File: src/rtl/rp_8bit_fetch_if.sv
// Fetch-stage bus bundle: program memory port, decoder issue port, skip/redirect controls.
// The fetch side owns pmem request and instruction outputs; the core side owns the rest.
interface rp_8bit_fetch_if #(
   parameter int PAW = 11
);
   logic           pmem_ce;
   logic [PAW-1:0] pmem_adr;
   logic [15:0]    pmem_rdt;
   logic           ins_vld;
   logic           ins_rdy;
   logic [31:0]    ins_code;
   logic           ins_len;
   logic [PAW-1:0] ins_pc;
   logic           skp_vld;
   logic           jmp_vld;
   logic [PAW-1:0] jmp_adr;

   modport master (
      output pmem_ce, pmem_adr, ins_vld, ins_code, ins_len, ins_pc,
      input  pmem_rdt, ins_rdy, skp_vld, jmp_vld, jmp_adr
   );

   modport slave (
      input  pmem_ce, pmem_adr, ins_vld, ins_code, ins_len, ins_pc,
      output pmem_rdt, ins_rdy, skp_vld, jmp_vld, jmp_adr
   );
endinterface

File: src/rtl/rp_8bit_fetch.sv
// Prefetch buffer + 16/32-bit instruction assembly with skip and redirect; issue >= 2 cycles after pmem_ce.
// Backpressure: ins_vld holds stable while ins_rdy=0; fetch stops once buffered+in-flight words reach DEPTH.
module rp_8bit_fetch #(
   parameter int PAW     = 11,
   parameter int DEPTH   = 4,
   parameter int RST_ADR = 0
) (
   input  logic             clk,
   input  logic             rst_n,
   rp_8bit_fetch_if.master  bus
);
   localparam int AW = $clog2(DEPTH);
   localparam int CW = AW + 1;

   typedef enum logic [1:0] {BOOT, RUN, SKIP} state_t;

   state_t         state;
   logic [15:0]    fb_dat [DEPTH];
   logic [PAW-1:0] fb_adr [DEPTH];
   logic [AW-1:0]  rd_ptr;
   logic [AW-1:0]  wr_ptr;
   logic [CW-1:0]  cnt;
   logic           fl_vld;
   logic           fl_epoch;
   logic [PAW-1:0] fl_adr;
   logic           epoch;
   logic [PAW-1:0] fetch_adr;

   logic [15:0]    head;
   logic [15:0]    second;
   logic           len;
   logic           full_ins;
   logic           hs;
   logic           skp_pop;
   logic           wr_en;
   logic           ce;
   logic [1:0]     pop_n;

   assign head     = fb_dat[rd_ptr];
   assign second   = fb_dat[rd_ptr + AW'(1)];
   assign len      = ((head & 16'hFC0F) == 16'h9000) || ((head & 16'hFE0C) == 16'h940C);
   assign full_ins = cnt >= (len ? CW'(2) : CW'(1));
   assign hs       = bus.ins_vld && bus.ins_rdy;
   assign skp_pop  = (state == SKIP) && full_ins;
   assign pop_n    = (hs || skp_pop) ? (len ? 2'd2 : 2'd1) : 2'd0;
   // Reads issued before the latest redirect carry a stale epoch and are discarded on return.
   assign wr_en    = fl_vld && (fl_epoch == epoch) && !bus.jmp_vld;
   assign ce       = (state != BOOT) && ((cnt + CW'(fl_vld)) < CW'(DEPTH));

   assign bus.pmem_ce  = ce;
   assign bus.pmem_adr = fetch_adr;
   assign bus.ins_vld  = (state == RUN) && full_ins;
   assign bus.ins_code = {(len ? second : 16'h0000), head};
   assign bus.ins_len  = len;
   assign bus.ins_pc   = fb_adr[rd_ptr];

   always_ff @(posedge clk or negedge rst_n) begin
      if (!rst_n) begin
         state     <= BOOT;
         fetch_adr <= PAW'(RST_ADR);
         rd_ptr    <= '0;
         wr_ptr    <= '0;
         cnt       <= '0;
         fl_vld    <= 1'b0;
         fl_epoch  <= 1'b0;
         fl_adr    <= '0;
         epoch     <= 1'b0;
         for (int i = 0; i < DEPTH; i++) begin
            fb_dat[i] <= '0;
            fb_adr[i] <= '0;
         end
      end else begin
         fl_vld   <= ce;
         fl_epoch <= epoch;
         fl_adr   <= fetch_adr;
         if (wr_en) begin
            fb_dat[wr_ptr] <= bus.pmem_rdt;
            fb_adr[wr_ptr] <= fl_adr;
         end
         if (bus.jmp_vld) begin
            epoch     <= ~epoch;
            fetch_adr <= bus.jmp_adr;
            rd_ptr    <= '0;
            wr_ptr    <= '0;
            cnt       <= '0;
            state     <= RUN;
         end else begin
            if (ce)
               fetch_adr <= fetch_adr + PAW'(1);
            if (wr_en)
               wr_ptr <= wr_ptr + AW'(1);
            rd_ptr <= rd_ptr + AW'(pop_n);
            cnt    <= cnt + CW'(wr_en) - CW'(pop_n);
            case (state)
               BOOT:    state <= RUN;
               RUN:     if (hs && bus.skp_vld) state <= SKIP;
               SKIP:    if (skp_pop) state <= RUN;
               default: state <= BOOT;
            endcase
         end
      end
   end
endmodule
File: src/flat_wrapper.sv
// flat-port wrapper written by rule: the top's interface ports become plain ports
module rp_8bit_fetch_flat 
#(
   parameter int PAW     = 11,
   parameter int DEPTH   = 4,
   parameter int RST_ADR = 0
)
  (clk, rst_n, bus_pmem_ce, bus_pmem_adr, bus_ins_vld, bus_ins_code, bus_ins_len, bus_ins_pc, bus_pmem_rdt, bus_ins_rdy, bus_skp_vld, bus_jmp_vld, bus_jmp_adr);
  rp_8bit_fetch_if #(.PAW(PAW)) bus_i ();
  input  logic clk;
  input  logic rst_n;
  output wire logic [$bits(bus_i.pmem_ce)-1:0] bus_pmem_ce;
  output wire logic [$bits(bus_i.pmem_adr)-1:0] bus_pmem_adr;
  output wire logic [$bits(bus_i.ins_vld)-1:0] bus_ins_vld;
  output wire logic [$bits(bus_i.ins_code)-1:0] bus_ins_code;
  output wire logic [$bits(bus_i.ins_len)-1:0] bus_ins_len;
  output wire logic [$bits(bus_i.ins_pc)-1:0] bus_ins_pc;
  input wire logic [$bits(bus_i.pmem_rdt)-1:0] bus_pmem_rdt;
  input wire logic [$bits(bus_i.ins_rdy)-1:0] bus_ins_rdy;
  input wire logic [$bits(bus_i.skp_vld)-1:0] bus_skp_vld;
  input wire logic [$bits(bus_i.jmp_vld)-1:0] bus_jmp_vld;
  input wire logic [$bits(bus_i.jmp_adr)-1:0] bus_jmp_adr;
  assign bus_pmem_ce = bus_i.pmem_ce;
  assign bus_pmem_adr = bus_i.pmem_adr;
  assign bus_ins_vld = bus_i.ins_vld;
  assign bus_ins_code = bus_i.ins_code;
  assign bus_ins_len = bus_i.ins_len;
  assign bus_ins_pc = bus_i.ins_pc;
  assign bus_i.pmem_rdt = bus_pmem_rdt;
  assign bus_i.ins_rdy = bus_ins_rdy;
  assign bus_i.skp_vld = bus_skp_vld;
  assign bus_i.jmp_vld = bus_jmp_vld;
  assign bus_i.jmp_adr = bus_jmp_adr;
  rp_8bit_fetch #(.PAW(PAW), .DEPTH(DEPTH), .RST_ADR(RST_ADR)) u_core (.clk(clk), .rst_n(rst_n), .bus(bus_i));
endmodule
File: config.mk
export PLATFORM = sky130hd
export DESIGN_NAME = rp_8bit_fetch_flat
export DESIGN_NICKNAME = d
export VERILOG_FILES = /design/src/rtl/rp_8bit_fetch_if.sv /design/src/rtl/rp_8bit_fetch.sv /design/src/flat_wrapper.sv
export SDC_FILE = /design/constraint.sdc
export NUM_CORES = 1
export LEC_CHECK = 0
export ABC_AREA = 1
export ABC_CLOCK_PERIOD_IN_PS = 9000
export CORE_ASPECT_RATIO = 1.4
export CORE_MARGIN = 4
export CORE_UTILIZATION = 35
export DETAILED_ROUTE_END_ITERATION = 6
export PLACE_DENSITY_LB_ADDON = 0.2
export SETUP_SLACK_MARGIN = 0.15
export SYNTH_ARGS = -nofsm -noshare
export SYNTH_HDL_FRONTEND = slang
export SYNTH_SLANG_ARGS = --single-unit
File: constraint.sdc
create_clock -name clk -period 9 [get_ports clk]
set_input_delay 1.8 -clock clk [delete_from_list [all_inputs] [get_ports clk]]
set_output_delay 1.8 -clock clk [all_outputs]
set_load 0.05 [all_outputs]
==> results.md, run 1 <==
* Worst path slowest cell: clkdlybuf4s50_1
* Resized cells post-CTS at 0
* Skew-Pair Late Insertion Delay at 0.42 ns
* Total GRT Usage at 17.2%
* Unrepaired setup endpoints after global routing: no
* Number of synthesized flops with an enable pin at 0
* CP dominant cell by count: nand2_1
* Post-synth ARST share at 100%
* PD cells at 414 mW/mm^2
* Clock skew at 0.0121 ns
* Area Growth Syn to Fin at 23.8%
* Element type at the critical path start: flop
* Synthesized cell area at 0.00708 sq mm
* Post-Route WL at 18700 um
* LEAKAGE at 3.96 nW
* Power Total at 3.63 mW
* Htree depth at 4
* CTS max path bufs at 2
* Placed cells at 1085
* CTS tree: done
* Fin crit share at 68.8%
* Min cycle time layout at 6.19 ns
* Largest net degree at the start of global routing at 91
* Rel. slew slack at 25.4%
* Max-cap violations at 0
* DR vias at 5625
* Layout net count at 895
* Worst-margin pin slew at 1.12 ns
* Grt ovf at 0
* DRC at 0
* Layout cells sized above 1 at 14.8%
* Warnings from Yosys at 0
* Reg clk slew, reported paths at 0.06 ns
* Cell count after synthesis at 781
* Drt pass-1 iters at 5
* Antenna fix cells at 0
* Initial core utilization at 35.6%
* IO Count at 89
* Hold crit path type: reg2reg
* Place WS at 3.12 ns
* Arr. time, crit path at 4.39 ns
* RD Place Congestion at 0.834
* Design Area, Final at 0.00877 sq mm
* WP data required at 7.20 ns
* CP max FO at 49
* WS Path Type: reg2out
* Post-synth top area cell: dfrtp_1
* Worst setup path start: u_core.rd_ptr[1]
* DP Wirelength at 12200 um
* First-pass GRT wire length at 30600 um
* CP peak stage delay at 0.83 ns
* Post-Syn Nets at 824
* CP Capture Type: output pin
* Commonest cells post-synth: nand2_1, dfrtp_1, o21ai_0
* Root Driver: clkbuf_16
* Finished Layout Cells at 1116
* Reg-to-reg startpoint: u_core.rd_ptr[1]
* Hold_ws at 0.442 ns
* Setup bufs post-CTS at 0
* Top cell type's share of synthesized area at 50.2%
* Peak supply drop at 0.000175 V
* Top cells by area in the synthesized netlist: dfrtp_1, mux2_2, nand2_1
* Fmax achieved at 161 MHz
* CTS buffer count at 17
* Placed Area at 0.00814 sq mm
* Hold Startpoint: u_core.epoch
* Cell variety after synth at 33
* Final Max Tran Viols at 0
* Vias per cell at 5.04
* Final Setup Violations at 0
* Iteration-0 DRC Markers at 406
* Post-synth top flop: dfrtp_1
* CTS Hold Bufs at 0
* TritonCTS Sinks at 142
* Initial antenna violation count at 0
* Top-count cell post-synth: nand2_1
* Mean Syn Cell Area at 9.07 sq um
* Hold violation count in the final report at 0
* Die width at 128 um
* Rows at 61
* Synthesized flop and latch total at 142
* Sequential area share after synthesis at 50.2%
* Layout Utilization at 44.0%
* Vias in the first global route at 5741
* Core Region at 0.0199 sq mm
* Final ANT Viol Nets at 0
* Status: complete, no violations
* Die area at 0.0226 sq mm
* Number of I/O port buffers at 88
* Crit path cell chain: buf_4, inv_1, a21oi_1, o21ai_0, nand2_1, nand2_1, nand2_1, nor2_4, inv_2, ha_1, inv_1, nand2_1, nand2_1, nand2_1, inv_1, nor2_1, clkdlybuf4s50_1
* Fin Setup TNS at 0 ns
* WL per Instance at 16.7 um
* Die height at 176 um
* Final WS setup at 2.81 ns
==> per-layer routing <==
| layer | share of wire [%] | vias up | GRT usage, % |
|---|---|---|---|
| met5 | 0 | - | 0 |
| met4 | 1.9 | 0 | 5.53 |
| met3 | 3.3 | 22 | 3.54 |
| met2 | 51 | 102 | 29.7 |
| met1 | 43 | 2778 | 21.4 |
| li1 | - | 2723 | - |
==> power by group <==
group | switching [mW] | leakage (nW) | internal (mW) | total [mW]
logic | 1.17 | 1.97 | 0.623 | 1.79
registers | 0.179 | 1.68 | 0.913 | 1.09
clock network | 0.269 | 0.308 | 0.483 | 0.752
total | 1.61 | 3.96 | 2.02 | 3.63
==> sequential cells by signal (all words and copies together), names as in the netlist <==
name	count
u_core.bus.pmem_adr	11
u_core.cnt	3
u_core.epoch	1
u_core.fb_adr	44
u_core.fb_dat	64
u_core.fl_adr	11
u_core.fl_epoch	1
u_core.fl_vld	1
u_core.rd_ptr	2
u_core.state	2
u_core.wr_ptr	2
==> final timing paths <==
check | to | depth (start not counted) | slack (ns)
max in group asynchronous | u_core.fb_dat[31] | 2 | 6.35
min reg2reg | u_core.fl_epoch | 0 | 0.44
max | bus_ins_vld | 17 | 2.81
max reg2reg | u_core.cnt[2] | 24 | 4.22
min in group asynchronous | u_core.fb_adr[37] | 1 | 1.43
min | u_core.fl_epoch | 0 | 0.44
==> worst max-delay path: cells and delay by family (launching register included) <==
kind / cells / cell delay [ns]
buffers and inverters: 6 / 2.35
and+or+nand+nor: 8 / 0.72
AOI/OAI and AO/OA: 2 / 0.37
DFF: 1 / 0.32
adders and majority gates: 1 / 0.22
==> cells by family after synthesis <==
family          synth area share, %
compound gates                 12.0
flops                          50.2
simple gates                   16.1
mux                            11.3
fa+ha+maj                      2.05
xor+xnor                       1.36
buf+inv                        7.03
==> layout by cell type (no fill, tap or decap), types with 4 or more instances in the layout <==
master	count
nand2_1	183
nand3_1	35
xor2_1	7
buf_4	6
ha_1	10
clkbuf_16	17
o21ai_0	78
inv_1	76
clkinv_2	4
bufinv_16	4
clkdlybuf4s50_1	87
xnor2_1	4
a31oi_2	8
nor2_1	55
mux2_2	71
a21oi_1	5
o22ai_1	32
a31oi_1	9
dfrtp_1	141
==> cell type report <==
class,instances,area [sq um]
Clock buffer,20,467
Multi-Input combinational cell,519,3050
Fill cell,1914,11200
Timing Repair Buffer,94,927
Clock inverter,11,164
Sequential cell,142,3550
Tap cell,252,315
Inverter,78,293
(Power assumes the default switching activity.)
==> run 2, diff against run 1 <==
ABC_CLOCK_PERIOD_IN_PS = 6400   (was 9000)
clock period = 6.4 ns   (was 9 ns; I/O delays follow)
==> results.md, run 2 (synthesized netlist as in run 1, its figures left out) <==
* DRC at 0 (unchanged)
* Grt ovf at 0 (unchanged)
* Rows at 61 (unchanged)
* IO Count at 89 (unchanged)
* Element type at the critical path start: flop
* Final Max Tran Viols at 0 (unchanged)
* First-pass GRT wire length at 30500 um (-0.43%)
* Worst Hold Depth at 0 (unchanged)
* Hold violation count in the final report at 0 (unchanged)
* Hold_ws at 0.463 ns (+0.0210 ns)
* DR vias at 5688 (+1.1%)
* Design Area, Final at 0.00876 sq mm (about the same)
* Resized cells post-CTS at 0 (unchanged)
* Reg-to-reg startpoint: u_core.rd_ptr[0]
* Setup bufs post-CTS at 0 (unchanged)
* Die area at 0.0226 sq mm (unchanged)
* WL per Instance at 16.9 um (+1.3%)
* CTS buffer count at 17 (unchanged)
* WP data required at 5.12 ns (-2.08 ns)
* PD cells at 581 mW/mm^2 (+40%)
* Root Driver: clkbuf_16
* Placed Area at 0.00815 sq mm (+0.15%)
* Max-cap violations at 0 (unchanged)
* Clock skew at 0.0105 ns (-0.00166 ns)
* Stages on the worst setup path at 18 (+1)
* Die width at 128 um (unchanged)
* CP delay by family, top: buffers and inverters
* Arr. time, crit path at 3.57 ns (-0.82 ns)
* Finished Layout Cells at 1119 (+0.27%)
* Vias in the first global route at 5770 (+0.51%)
* Final WS setup at 1.55 ns (-1.26 ns)
* Skew-Pair Late Insertion Delay at 0.43 ns (about the same)
* Worst Path Buf+Inv at 5 (-1)
* Unrepaired setup endpoints after global routing: no
* Die height at 176 um (unchanged)
* Layout cells sized above 1 at 15.1% (+0.29 points)
* Max FFs per register at 64 (unchanged)
* CP dominant cell by count: nand2_1
* Post-Route WL at 18900 um (+1.5%)
* Layout net count at 897 (+0.22%)
* Rel. slew slack at 28.1% (+2.7 points)
* Area Growth Syn to Fin at 23.7% (about the same)
* Most frequent cells in the layout: nand2_1, dfrtp_1, clkdlybuf4s50_1
* CP max FO at 53 (+8.2%)
* Vias per cell at 5.08 (+0.85%)
* Status: complete, no violations
* TritonCTS Sinks at 142 (unchanged)
* Initial core utilization at 35.6% (unchanged)
* CP endpoint: bus_ins_vld
* Fin Setup TNS at 0 ns (unchanged)
* Hold crit path type: reg2reg
* Fill cells at 1931 (+0.89%)
* Min cycle time layout at 4.85 ns
* Peak supply drop at 0.000302 V (+72%)
* Leading cell type in the layout, fill and taps excluded: nand2_1
* WS Path Type: reg2out
* Crit path cell chain: inv_2, nand2_1, nand2_1, nand2_1, nand2_1, nand3_1, nand2_1, nand2_1, nor2_4, inv_2, ha_1, inv_1, nand2_1, nand2_1, nand2_1, inv_1, nor2_1, buf_4
* RD Place Congestion at 0.806 (-3.4%)
* Htree depth at 4 (unchanged)
* Reg2Reg Depth at 28 (+17%)
* Largest net degree at the start of global routing at 77 (-15%)
* Drt pass-1 iters at 5 (unchanged)
* Worst path slowest cell: inv_2
* Critical R2R Capture: u_core.cnt[2]
* CTS tree: done
* Hold Startpoint: u_core.epoch
* Power share of the sequential group at 30.2% (about the same)
* CTS Hold Bufs at 0 (unchanged)
* Core Region at 0.0199 sq mm (unchanged)
* Initial antenna violation count at 0 (unchanged)
* Final Setup Violations at 0 (unchanged)
* Reg clk slew, reported paths at 0.05 ns (about the same)
* Number of I/O port buffers at 88 (unchanged)
* Layout Utilization at 44.0% (about the same)
* Place WS at 1.85 ns (-1.28 ns)
* Final ANT Viol Nets at 0 (unchanged)
* Worst-margin pin slew at 1.08 ns (-0.0403 ns)
* CP Capture Type: output pin
* Switching share of power at 45.4% (+0.96 points)
* DP Wirelength at 12200 um (+0.43%)
* Total GRT Usage at 17.2% (about the same)
* Comb power frac at 49.6% (+0.4 points)
* P_int at 2.78 mW (+38%)
* Power Total at 5.09 mW (+40%)
* Net Sw Power at 2.31 mW (+43%)
* Clock network power share at 20.2% (-0.5 points)
* Most flop-heavy register: u_core.fb_dat
* Fmax achieved at 206 MHz
* CTS max path bufs at 2 (unchanged)
* Placed cells at 1087 (+0.18%)
* Biggest regs: u_core.fb_dat (64), u_core.fb_adr (44)
* Worst setup path start: u_core.rd_ptr[0]
* Iteration-0 DRC Markers at 347 (-15%)
* Setup slack, reg-to-reg at 1.91 ns (-2.31 ns)
* LEAKAGE at 3.95 nW (-0.12%)
* Antenna fix cells at 0 (unchanged)
* CP peak stage delay at 0.67 ns (-0.16 ns)
* Fin crit share at 75.8%
-- run 2: cell types whose count changed in the layout (fill, tap and decap cells not counted), sizes merged --
cell	previous run	this run
inv	78	84
buf	7	10
clkbuf	20	18
clkinv	5	3
bufinv	4	3
clkdlybuf4s50	87	86
-- run 2: power by group through the flow --
stage | clock network, mW | registers, mW | logic, mW
finish | 1.03 | 1.54 | 2.52
floorplan | 0 | 1.53 | 1.76
global route | 1.09 | 1.58 | 2.76
CTS | 1.05 | 1.54 | 2.55
detailed placement | 0 | 1.55 | 2.54
global placement | 0 | 1.54 | 2.54
-- run 2: area by class of cell --
| cell class | instances | area (sq um) | share of cell area (%) |
|---|---|---|---|
| Sequential cell | 142 | 3550 | 40.6 |
| Timing Repair Buffer | 96 | 940 | 10.7 |
| Tap cell | 252 | 315 | 3.60 |
| Clock buffer | 18 | 429 | 4.90 |
| Clock inverter | 14 | 180 | 2.06 |
| Inverter | 78 | 293 | 3.34 |
| Multi-Input combinational cell | 519 | 3050 | 34.8 |
-- run 2: worst min-delay path by stage --
| stage | end | slack (ns) |
|---|---|---|
| after floorplan | u_core.fl_epoch | 0.41 |
| after global placement | u_core.fl_epoch | 0.44 |
| after detailed placement | u_core.fl_epoch | 0.44 |
| after CTS | u_core.fl_epoch | 0.46 |
| after global routing | u_core.fl_epoch | 0.46 |
| final | u_core.fl_epoch | 0.46 |
-- run 2: metal layers --
metal | vias to the layer above | share of wire (%) | global-route usage, %
met5 | - | 0 | 0
met4 | 0 | 2.7 | 6.81
met3 | 27 | 4.1 | 3.96
met2 | 136 | 49 | 28.5
met1 | 2787 | 44 | 21.6
li1 | 2738 | - | -
==> run 3, diff against run 2 <==
ABC_CLOCK_PERIOD_IN_PS = 4900   (was 6400)
clock period = 4.9 ns   (was 6.4 ns; I/O delays follow)
==> results.md, run 3 (synthesized netlist as in run 1, its figures left out) <==
* Clock skew at 0.00483 ns (-0.00564 ns)
* Resized cells post-CTS at 0 (unchanged)
* Area Growth Syn to Fin at 27.4%
* Grt ovf at 0 (unchanged)
* WP data required at 3.92 ns (-1.20 ns)
* Place WS at 0.989 ns (-0.858 ns)
* Hold violation count in the final report at 0 (unchanged)
* LEAKAGE at 4.10 nW (+3.7%)
* CTS tree: done
* Placed Area at 0.00842 sq mm (+3.3%)
* First-pass GRT wire length at 31100 um (+2.0%)
* Leading cell type in the layout, fill and taps excluded: nand2_1
* Post-Route WL at 18900 um (-0.45%)
* Total GRT Usage at 17.5% (+0.33 points)
* Min cycle time layout at 3.99 ns
* Finished Layout Cells at 1131 (+1.1%)
* Worst Hold Depth at 0 (unchanged)
* Setup bufs post-CTS at 0 (unchanged)
* WS Path Type: reg2out
* CP max FO at 48 (-9.4%)
* Arr. time, crit path at 3.01 ns (-0.56 ns)
* Hold_ws at 0.447 ns (-0.0154 ns)
* Unrepaired setup endpoints after global routing: no
* Design Area, Final at 0.00902 sq mm (+3.0%)
* Fin Setup TNS at 0 ns (unchanged)
* Max-cap violations at 0 (unchanged)
* Final WS setup at 0.909 ns (-0.639 ns)
* Vias per cell at 5.06 (-0.45%)
* Core Region at 0.0199 sq mm (unchanged)
* RD Place Congestion at 0.837 (+3.9%)
* Die area at 0.0226 sq mm (unchanged)
* Fmax achieved at 251 MHz
* Reg clk slew, reported paths at 0.06 ns (about the same)
* Final Setup Violations at 0 (unchanged)
* Most flop-heavy register: u_core.fb_dat
* Htree depth at 4 (unchanged)
* Most frequent cells in the layout: nand2_1, dfrtp_1, o21ai_0
* Layout net count at 909 (+1.3%)
* CP Capture Type: output pin
* Status: complete, no violations
* Initial antenna violation count at 0 (unchanged)
* CTS buffer count at 17 (unchanged)
* Die height at 176 um (unchanged)
* Layout Utilization at 45.3% (+1.3 points)
* Hold crit path type: reg2reg
* Vias in the first global route at 5806 (+0.62%)
* Layout cells sized above 1 at 18.2% (+3.1 points)
* Final Max Tran Viols at 0 (unchanged)
* Peak supply drop at 0.000568 V (+88%)
* TritonCTS Sinks at 142 (unchanged)
* Max FFs per register at 64 (unchanged)
* DRC at 0 (unchanged)
* Fin crit share at 81.5%
* Drt pass-1 iters at 5 (unchanged)
* Initial core utilization at 35.6% (unchanged)
* Skew-Pair Late Insertion Delay at 0.42 ns (about the same)
* CTS max path bufs at 2 (unchanged)
* DR vias at 5723 (+0.62%)
* Element type at the critical path start: flop
* Antenna fix cells at 0 (unchanged)
* Root Driver: clkbuf_16
* WL per Instance at 16.7 um (-1.5%)
* Biggest regs: u_core.fb_dat (64), u_core.fb_adr (44)
* Rows at 61 (unchanged)
* Reg2Reg Depth at 23 (-18%)
* Largest net degree at the start of global routing at 67 (-13%)
* IO Count at 89 (unchanged)
* CTS Hold Bufs at 0 (unchanged)
* Die width at 128 um (unchanged)
* DP Wirelength at 12800 um (+4.4%)
* Rel. slew slack at 53.8% (+26 points)
* Number of I/O port buffers at 88 (unchanged)
* Power Total at 6.66 mW (+31%)
* Worst-margin pin slew at 0.692 ns (-0.383 ns)
* Iteration-0 DRC Markers at 415 (+20%)
* PD cells at 739 mW/mm^2 (+27%)
* Placed cells at 1099 (+1.1%)
* Final ANT Viol Nets at 0 (unchanged)
[run 3: path summary, 6_finish.rpt]
| path | start | to | slack, ns |
|---|---|---|---|
| max | u_core.rd_ptr[1] | bus_ins_vld | 0.91 |
| min | u_core.epoch | u_core.fl_epoch | 0.45 |
| max reg2reg | u_core.rd_ptr[1] | u_core.cnt[2] | 1.03 |
| min reg2reg | u_core.epoch | u_core.fl_epoch | 0.45 |
| max in group asynchronous | rst_n | u_core.cnt[0] | 3.37 |
| min in group asynchronous | rst_n | u_core.fb_adr[4] | 0.55 |
[run 3: worst max-delay path: stages, from the launching register on]
cell and delay [ns]:
dfrtp_1 0.34, buf_4 0.46, nand3_1 0.13, nand2_1 0.11, nand3_1 0.10, nor2_2 0.15
nand2_1 0.11, nor2_4 0.14, inv_2 0.06, ha_1 0.27, inv_1 0.03, nand2_1 0.04
nand2_1 0.04, nand2_1 0.07, inv_1 0.05, nor2_1 0.27, buf_12 0.19
[run 3: metal layers]
metal | GRT usage (%) | wire length [um] | up-vias
met3 | 3.84 | 685 | 27
li1 | - | - | 2761
met5 | 0 | 0 | -
met1 | 22.2 | 8170 | 2804
met4 | 5.75 | 380 | 0
met2 | 29.6 | 9620 | 131
[run 3: area by class of cell]
| cell class | instances | area, sq um |
|---|---|---|
| fill | 1932 | 10900 |
| inverter | 78 | 293 |
| clock inverter | 13 | 156 |
| timing repair buffer | 108 | 1210 |
| sequential | 142 | 3550 |
| clock buffer | 19 | 443 |
| tap | 252 | 315 |
| multi-input combinational | 519 | 3050 |
[run 3: power breakdown]
group          total (mW)  internal [mW]  switching (mW)
clock network        1.31          0.777           0.533
registers            2.01           1.68           0.335
logic                3.34           1.20            2.14
